[src/rtl/muldiv_unit.sv]
// muldiv_unit: iterative RV32M multiply/divide execute unit.
//   Accepts an operation in IDLE, iterates one bit per cycle for 32 cycles
//   (shift-add multiply or restoring divide on operand magnitudes), then
//   issues a single-cycle write-back. Divide-by-zero and signed overflow
//   skip the iteration and complete one cycle after issue.
// Ports:
//   clk, rst        clock, synchronous active-high reset
//   start, op       issue request (sampled in IDLE) and RV32M funct3
//   rs1_val/rs2_val operands A and B, rd_in destination index
//   kill            flush: abort in-flight op, suppress done/reg_we this cycle
//   busy            high in CALC and DONE
//   done, rd, rd_val, reg_we   write-back strobe, index, data, bank enable
module muldiv_unit #(
   parameter int XLEN   = 32,
   parameter int ADDR_W = 5
) (
   input  logic              clk,
   input  logic              rst,
   input  logic              start,
   input  logic [2:0]        op,
   input  logic [XLEN-1:0]   rs1_val,
   input  logic [XLEN-1:0]   rs2_val,
   input  logic [ADDR_W-1:0] rd_in,
   input  logic              kill,
   output logic              busy,
   output logic              done,
   output logic [ADDR_W-1:0] rd,
   output logic [XLEN-1:0]   rd_val,
   output logic              reg_we
);

   typedef enum logic [1:0] {IDLE, CALC, DONE} state_t;

   state_t              state_q, state_d;
   logic [4:0]          cnt_q, cnt_d;
   logic [2:0]          op_q, op_d;
   logic [XLEN-1:0]     b_q, b_d;        // divisor / multiplicand magnitude
   logic [2*XLEN-1:0]   p_q, p_d;        // {acc_hi, multiplier} or {remainder, quotient}
   logic                neg_q, neg_d;    // negate result on entry to DONE
   logic [ADDR_W-1:0]   rd_lat_q, rd_lat_d;
   logic [ADDR_W-1:0]   rd_q, rd_d;
   logic [XLEN-1:0]     rd_val_q, rd_val_d;
   logic                done_q, done_d;
   logic                we_q, we_d;

   // ---- issue-side decode on the live inputs ----
   logic              a_sgn_op, b_sgn_op, a_neg, b_neg, div_zero, div_ovf;
   logic [XLEN-1:0]   a_mag, b_mag, fast_res;

   // MUL is treated as signed x signed; its low half is identical either way.
   assign a_sgn_op = (op == 3'd0) || (op == 3'd1) || (op == 3'd2) || (op == 3'd4) || (op == 3'd6);
   assign b_sgn_op = (op == 3'd0) || (op == 3'd1) || (op == 3'd4) || (op == 3'd6);
   assign a_neg    = a_sgn_op & rs1_val[XLEN-1];
   assign b_neg    = b_sgn_op & rs2_val[XLEN-1];
   assign a_mag    = a_neg ? (~rs1_val + 1'b1) : rs1_val;
   assign b_mag    = b_neg ? (~rs2_val + 1'b1) : rs2_val;
   assign div_zero = op[2] && (rs2_val == '0);
   assign div_ovf  = op[2] && !op[0] && (rs1_val == {1'b1, {(XLEN-1){1'b0}}}) && (rs2_val == '1);

   always_comb begin
      fast_res = '0;
      if (div_zero)
         fast_res = op[1] ? rs1_val : '1;
      else if (!op[1])
         fast_res = {1'b1, {(XLEN-1){1'b0}}};
   end

   // ---- one iteration step ----
   logic [XLEN:0]     mul_sum, div_sh, div_diff;
   logic [2*XLEN-1:0] step;

   assign mul_sum  = {1'b0, p_q[2*XLEN-1:XLEN]} + (p_q[0] ? {1'b0, b_q} : '0);
   assign div_sh   = {p_q[2*XLEN-1:XLEN], p_q[XLEN-1]};
   assign div_diff = div_sh - {1'b0, b_q};

   always_comb begin
      if (!op_q[2])
         step = {mul_sum, p_q[XLEN-1:1]};
      else if (!div_diff[XLEN])   // no borrow: shifted remainder >= divisor
         step = {div_diff[XLEN-1:0], p_q[XLEN-2:0], 1'b1};
      else
         step = {div_sh[XLEN-1:0], p_q[XLEN-2:0], 1'b0};
   end

   // ---- final sign fix-up and result select on the last step ----
   logic [2*XLEN-1:0] prod_s;
   logic [XLEN-1:0]   quo_s, rem_s, fin_res;

   assign prod_s = neg_q ? (~step + 1'b1) : step;
   assign quo_s  = neg_q ? (~step[XLEN-1:0] + 1'b1) : step[XLEN-1:0];
   assign rem_s  = neg_q ? (~step[2*XLEN-1:XLEN] + 1'b1) : step[2*XLEN-1:XLEN];

   always_comb begin
      case (op_q)
         3'd0:          fin_res = prod_s[XLEN-1:0];
         3'd1, 3'd2, 3'd3: fin_res = prod_s[2*XLEN-1:XLEN];
         3'd4, 3'd5:    fin_res = quo_s;
         default:       fin_res = rem_s;
      endcase
   end

   // ---- next state ----
   always_comb begin
      state_d  = state_q;
      cnt_d    = cnt_q;
      op_d     = op_q;
      b_d      = b_q;
      p_d      = p_q;
      neg_d    = neg_q;
      rd_lat_d = rd_lat_q;
      rd_d     = rd_q;
      rd_val_d = rd_val_q;
      done_d   = 1'b0;
      we_d     = 1'b0;
      case (state_q)
         IDLE: if (start) begin
            op_d     = op;
            b_d      = b_mag;
            p_d      = {{XLEN{1'b0}}, a_mag};
            neg_d    = a_neg ^ (b_neg & (op != 3'd6));
            rd_lat_d = rd_in;
            if (div_zero || div_ovf) begin
               state_d  = DONE;
               rd_d     = rd_in;
               rd_val_d = fast_res;
               done_d   = 1'b1;
               we_d     = (rd_in != '0);
            end else begin
               state_d = CALC;
               cnt_d   = 5'd31;
            end
         end
         CALC: begin
            p_d = step;
            if (cnt_q == 5'd0) begin
               state_d  = DONE;
               rd_d     = rd_lat_q;
               rd_val_d = fin_res;
               done_d   = 1'b1;
               we_d     = (rd_lat_q != '0);
            end else begin
               cnt_d = cnt_q - 5'd1;
            end
         end
         default: state_d = IDLE;
      endcase
      // A flush aborts everything, including a start in the same cycle;
      // the visible write-back registers keep their old contents.
      if (kill) begin
         state_d  = IDLE;
         rd_d     = rd_q;
         rd_val_d = rd_val_q;
         done_d   = 1'b0;
         we_d     = 1'b0;
      end
   end

   always_ff @(posedge clk) begin
      if (rst) begin
         state_q  <= IDLE;
         cnt_q    <= '0;
         op_q     <= '0;
         b_q      <= '0;
         p_q      <= '0;
         neg_q    <= 1'b0;
         rd_lat_q <= '0;
         rd_q     <= '0;
         rd_val_q <= '0;
         done_q   <= 1'b0;
         we_q     <= 1'b0;
      end else begin
         state_q  <= state_d;
         cnt_q    <= cnt_d;
         op_q     <= op_d;
         b_q      <= b_d;
         p_q      <= p_d;
         neg_q    <= neg_d;
         rd_lat_q <= rd_lat_d;
         rd_q     <= rd_d;
         rd_val_q <= rd_val_d;
         done_q   <= done_d;
         we_q     <= we_d;
      end
   end

   assign busy   = (state_q != IDLE);
   // kill must squash a write-back that is already on the outputs
   assign done   = done_q & ~kill;
   assign reg_we = we_q & ~kill;
   assign rd     = rd_q;
   assign rd_val = rd_val_q;

endmodule

[config.mk]
export PLATFORM = sky130hd
export DESIGN_NAME = muldiv_unit
export DESIGN_NICKNAME = d
export VERILOG_FILES = /design/src/rtl/muldiv_unit.sv
export SDC_FILE = /design/constraint.sdc
export NUM_CORES = 1
export LEC_CHECK = 0
export CAP_MARGIN = 10
export CORE_UTILIZATION = 30
export CTS_CLUSTER_DIAMETER = 150
export DETAILED_ROUTE_END_ITERATION = 6
export GPL_TIMING_DRIVEN = 0
export SYNTH_ARGS = -nofsm -noshare
export SYNTH_HDL_FRONTEND = slang
export SYNTH_SLANG_ARGS = --single-unit
[constraint.sdc]
create_clock -name clk -period 8.2 [get_ports clk]
set_clock_uncertainty 0.2 [all_clocks]
set_input_delay 2.46 -clock clk [delete_from_list [all_inputs] [get_ports clk]]
set_output_delay 2.46 -clock clk [all_outputs]
set_load 0.01 [all_outputs]
==> flow_summary.ini <==
[run_status]
status = complete, no violations

[min_path]
hold_start = rd_val[7]
hold_path.class = flip-flop to flip-flop

[floorplan]
die_area_mm2 = 0.0529
die_h_um = 230
row_count = 83
initial_core_util_pct = 30.4
pin_count = 116
die_w_um = 230
core_mm2 = 0.0513

[routing]
route.detailed.drc = 0
via_per_inst = 6.09
dr.pass1.iters = 6
drtIter0Drc = 1919
drtAntennaViolNets = 0
vias = 18066
drt-total-wl_um = 76000
wire_per_inst_um = 25.6

[yosys]
syn-num-nets = 2288
synth_cells = 2139
synth_edf_count = 0
async_flop_share_pct = 0
syn_area_mm2 = 0.0156
synthTopCellsByCount = 259 x nor2_1, 188 x nand2_1, 163 x a21oi_1
ys_ff_latch = 151
ys_seq_area_share_pct = 19.4
synth_cell_types = 101
synth_most_common_cell = nor2_1
synth_flop_cell = dfxtp_1
synth.top_cell.area_share_pct = 19.4
yosys-top-cells-area = dfxtp_1 19%, nor2_1 6.2%, ha_1 5.7%
syn_area_per_cell_um2 = 7.29
yosysTopAreaCell = dfxtp_1
ys.warnings.count = 0

[clocking]
clkSinkCount = 151
root_buffer = clkbuf_16
tritoncts = built
clkTransAtPathRegs_ns = 0.07
clock_path_buffers = 2
ctsHoldBuffers = 0
cts_max_level = 4
post_cts_buffers = 0
clkLatencyLatePin_ns = 0.47
numCtsBuffers = 17

[global_route]
track_usage_pct = 28.1
antenna_found_initial = 0
overflow = 0
grt_pass1_wl_um = 111000
grt_max_degree = 17
grt_pass1_vias = 16719

[pwr]
leakage_nw = 6.56
power_density_mw_per_mm2 = 144
peakVddDrop_uv = 178

[timing]
slew_headroom_pct = 10.7
grt_setup_unrepaired = false
fin_crit_ns = 7.84
finalSetupViolations = 0
tightest_slew_ns = 1.33
post-route-period-util_pct = 95.6
fmax_mhz = 128
finalMaxSlewViolations = 0
finalSetupTns_ns = 0
timing.final.hold_violations = 0
hold_slack_ns = 0.265

[critical_path]
cp_slowest_cell = or4_1
cp_slowest_stage_delay_ns = 0.56
arrival_ns = 8.02
r2r_slack_ns = 0.36
path_class = flip-flop to flip-flop
critPathCaptureType = flip-flop
crit_required_ns = 8.38
startpoint = p_q[31]
cp_max_fo = 10
reg2reg_from = p_q[31]
start_kind = flip-flop

[finish]
layout-drive-gt1-share_pct = 6.52
syn_to_final_growth_pct = 17.0
fill_cells = 5507
fin_nets = 2421

[placement]
io_buffers = 113
globalplace.congestion = 1.06
dp_hpwl_um = 61900

[flow_run]
cap_viol_max_count = 0
stage by stage:
stage	cell area [µm²]	instances	total power, mW	utilization [%]	setup slack, ns
4_1_cts	18200	2964	2.59	35.5	0.239
6_report	18200	2967	2.62	35.5	0.363
2_1_floorplan	15600	2139	1.37	-	2.25
3_5_place_dp	17600	2932	1.72	34.3	0.0525
5_1_grt	18200	2965	2.71	35.5	0.0802
3_3_place_gp	17600	2932	1.72	34.3	0.0673
power breakdown:
group,internal [mW],switching [mW]
Sequential,0.772,0.0512
Combinational,0.309,0.604
Clock,0.519,0.364
Total,1.60,1.02
what timing repair did:
item	CTS	global route
resized for setup	0	2
endpoints found under the setup margin	0	7
endpoints found under the hold margin	0	0
cells by family (layout without fill, tap and decap cells):
logic type / after synthesis / count (layout) / synth area share (%)
simple gates: 790 / 790 / 25.0
compound gates: 699 / 699 / 31.4
buf+inv: 208 / 354 / 5.56
xor+xnor: 181 / 181 / 10.2
flops: 151 / 151 / 19.4
fa+ha+maj: 73 / 73 / 5.95
mux: 37 / 37 / 2.58
other cells: 0 / 2 / 0
layer usage:
| layer | vias to the layer above | share of wire [%] | global-route usage [%] |
|---|---|---|---|
| met5 | - | 0 | 0 |
| met2 | 889 | 45 | 44.7 |
| met4 | 0 | 3.8 | 10.5 |
| li1 | 8210 | - | - |
| met3 | 144 | 7.8 | 4.14 |
| met1 | 8823 | 44 | 38.2 |
area by class of cell:
cell class | count | area, µm² | area share, %
diodes | 2 | 5.00 | 0.0274
plain buffers | 144 | 627 | 3.44
clock buffers | 18 | 439 | 2.41
clock inverters | 14 | 199 | 1.09
inverters | 64 | 240 | 1.32
multi-input cells | 1780 | 11700 | 64.2
flip-flops and latches | 151 | 3020 | 16.6
well taps | 680 | 851 | 4.67
repair buffers | 114 | 1140 | 6.24
worst max-delay path, delay by kind of cell (launching register included):
family,cells,cell delay (ns)
flip-flops,1,0.34
buffers and inverters,4,0.68
adder cells (fa/ha/maj),3,1.03
AND/OR/NAND/NOR,10,3.15
XOR/XNOR,1,0.09
AO/OA/AOI/OAI,9,2.26
registers in the layout (all words and copies together), names as in the netlist, 2 cells and up:
register and flops:
b_q 32, cnt_q 5, op_q 3, p_q 64, rd 5, rd_lat_q 5
rd_val 32, state_q 2
layout by cell type (no fill, tap or decap), types with 28 or more instances in the layout:
cell	instances
ha_1	71
clkbuf_1	108
nand3_1	34
clkdlybuf4s50_1	113
a211oi_1	44
xnor2_1	97
or3_1	33
a31oi_1	30
nor2_1	259
nor3_1	51
dfxtp_1	151
and2_1	46
o21ai_0	135
inv_1	63
a21oi_1	163
a22oi_1	30
xor2_1	84
o211ai_1	29
nor4_1	28
nand2_1	188
worst paths after layout:
| check | to | cells after the start |
|---|---|---|
| worst min-delay path | rd_val[7] | 2 |
| worst min register to register | rd_val[7] | 2 |
| worst max register to register | rd_val[18] | 27 |
| worst max-delay path | rd_val[18] | 27 |
Note: power is estimated with default switching activity, not from simulation.
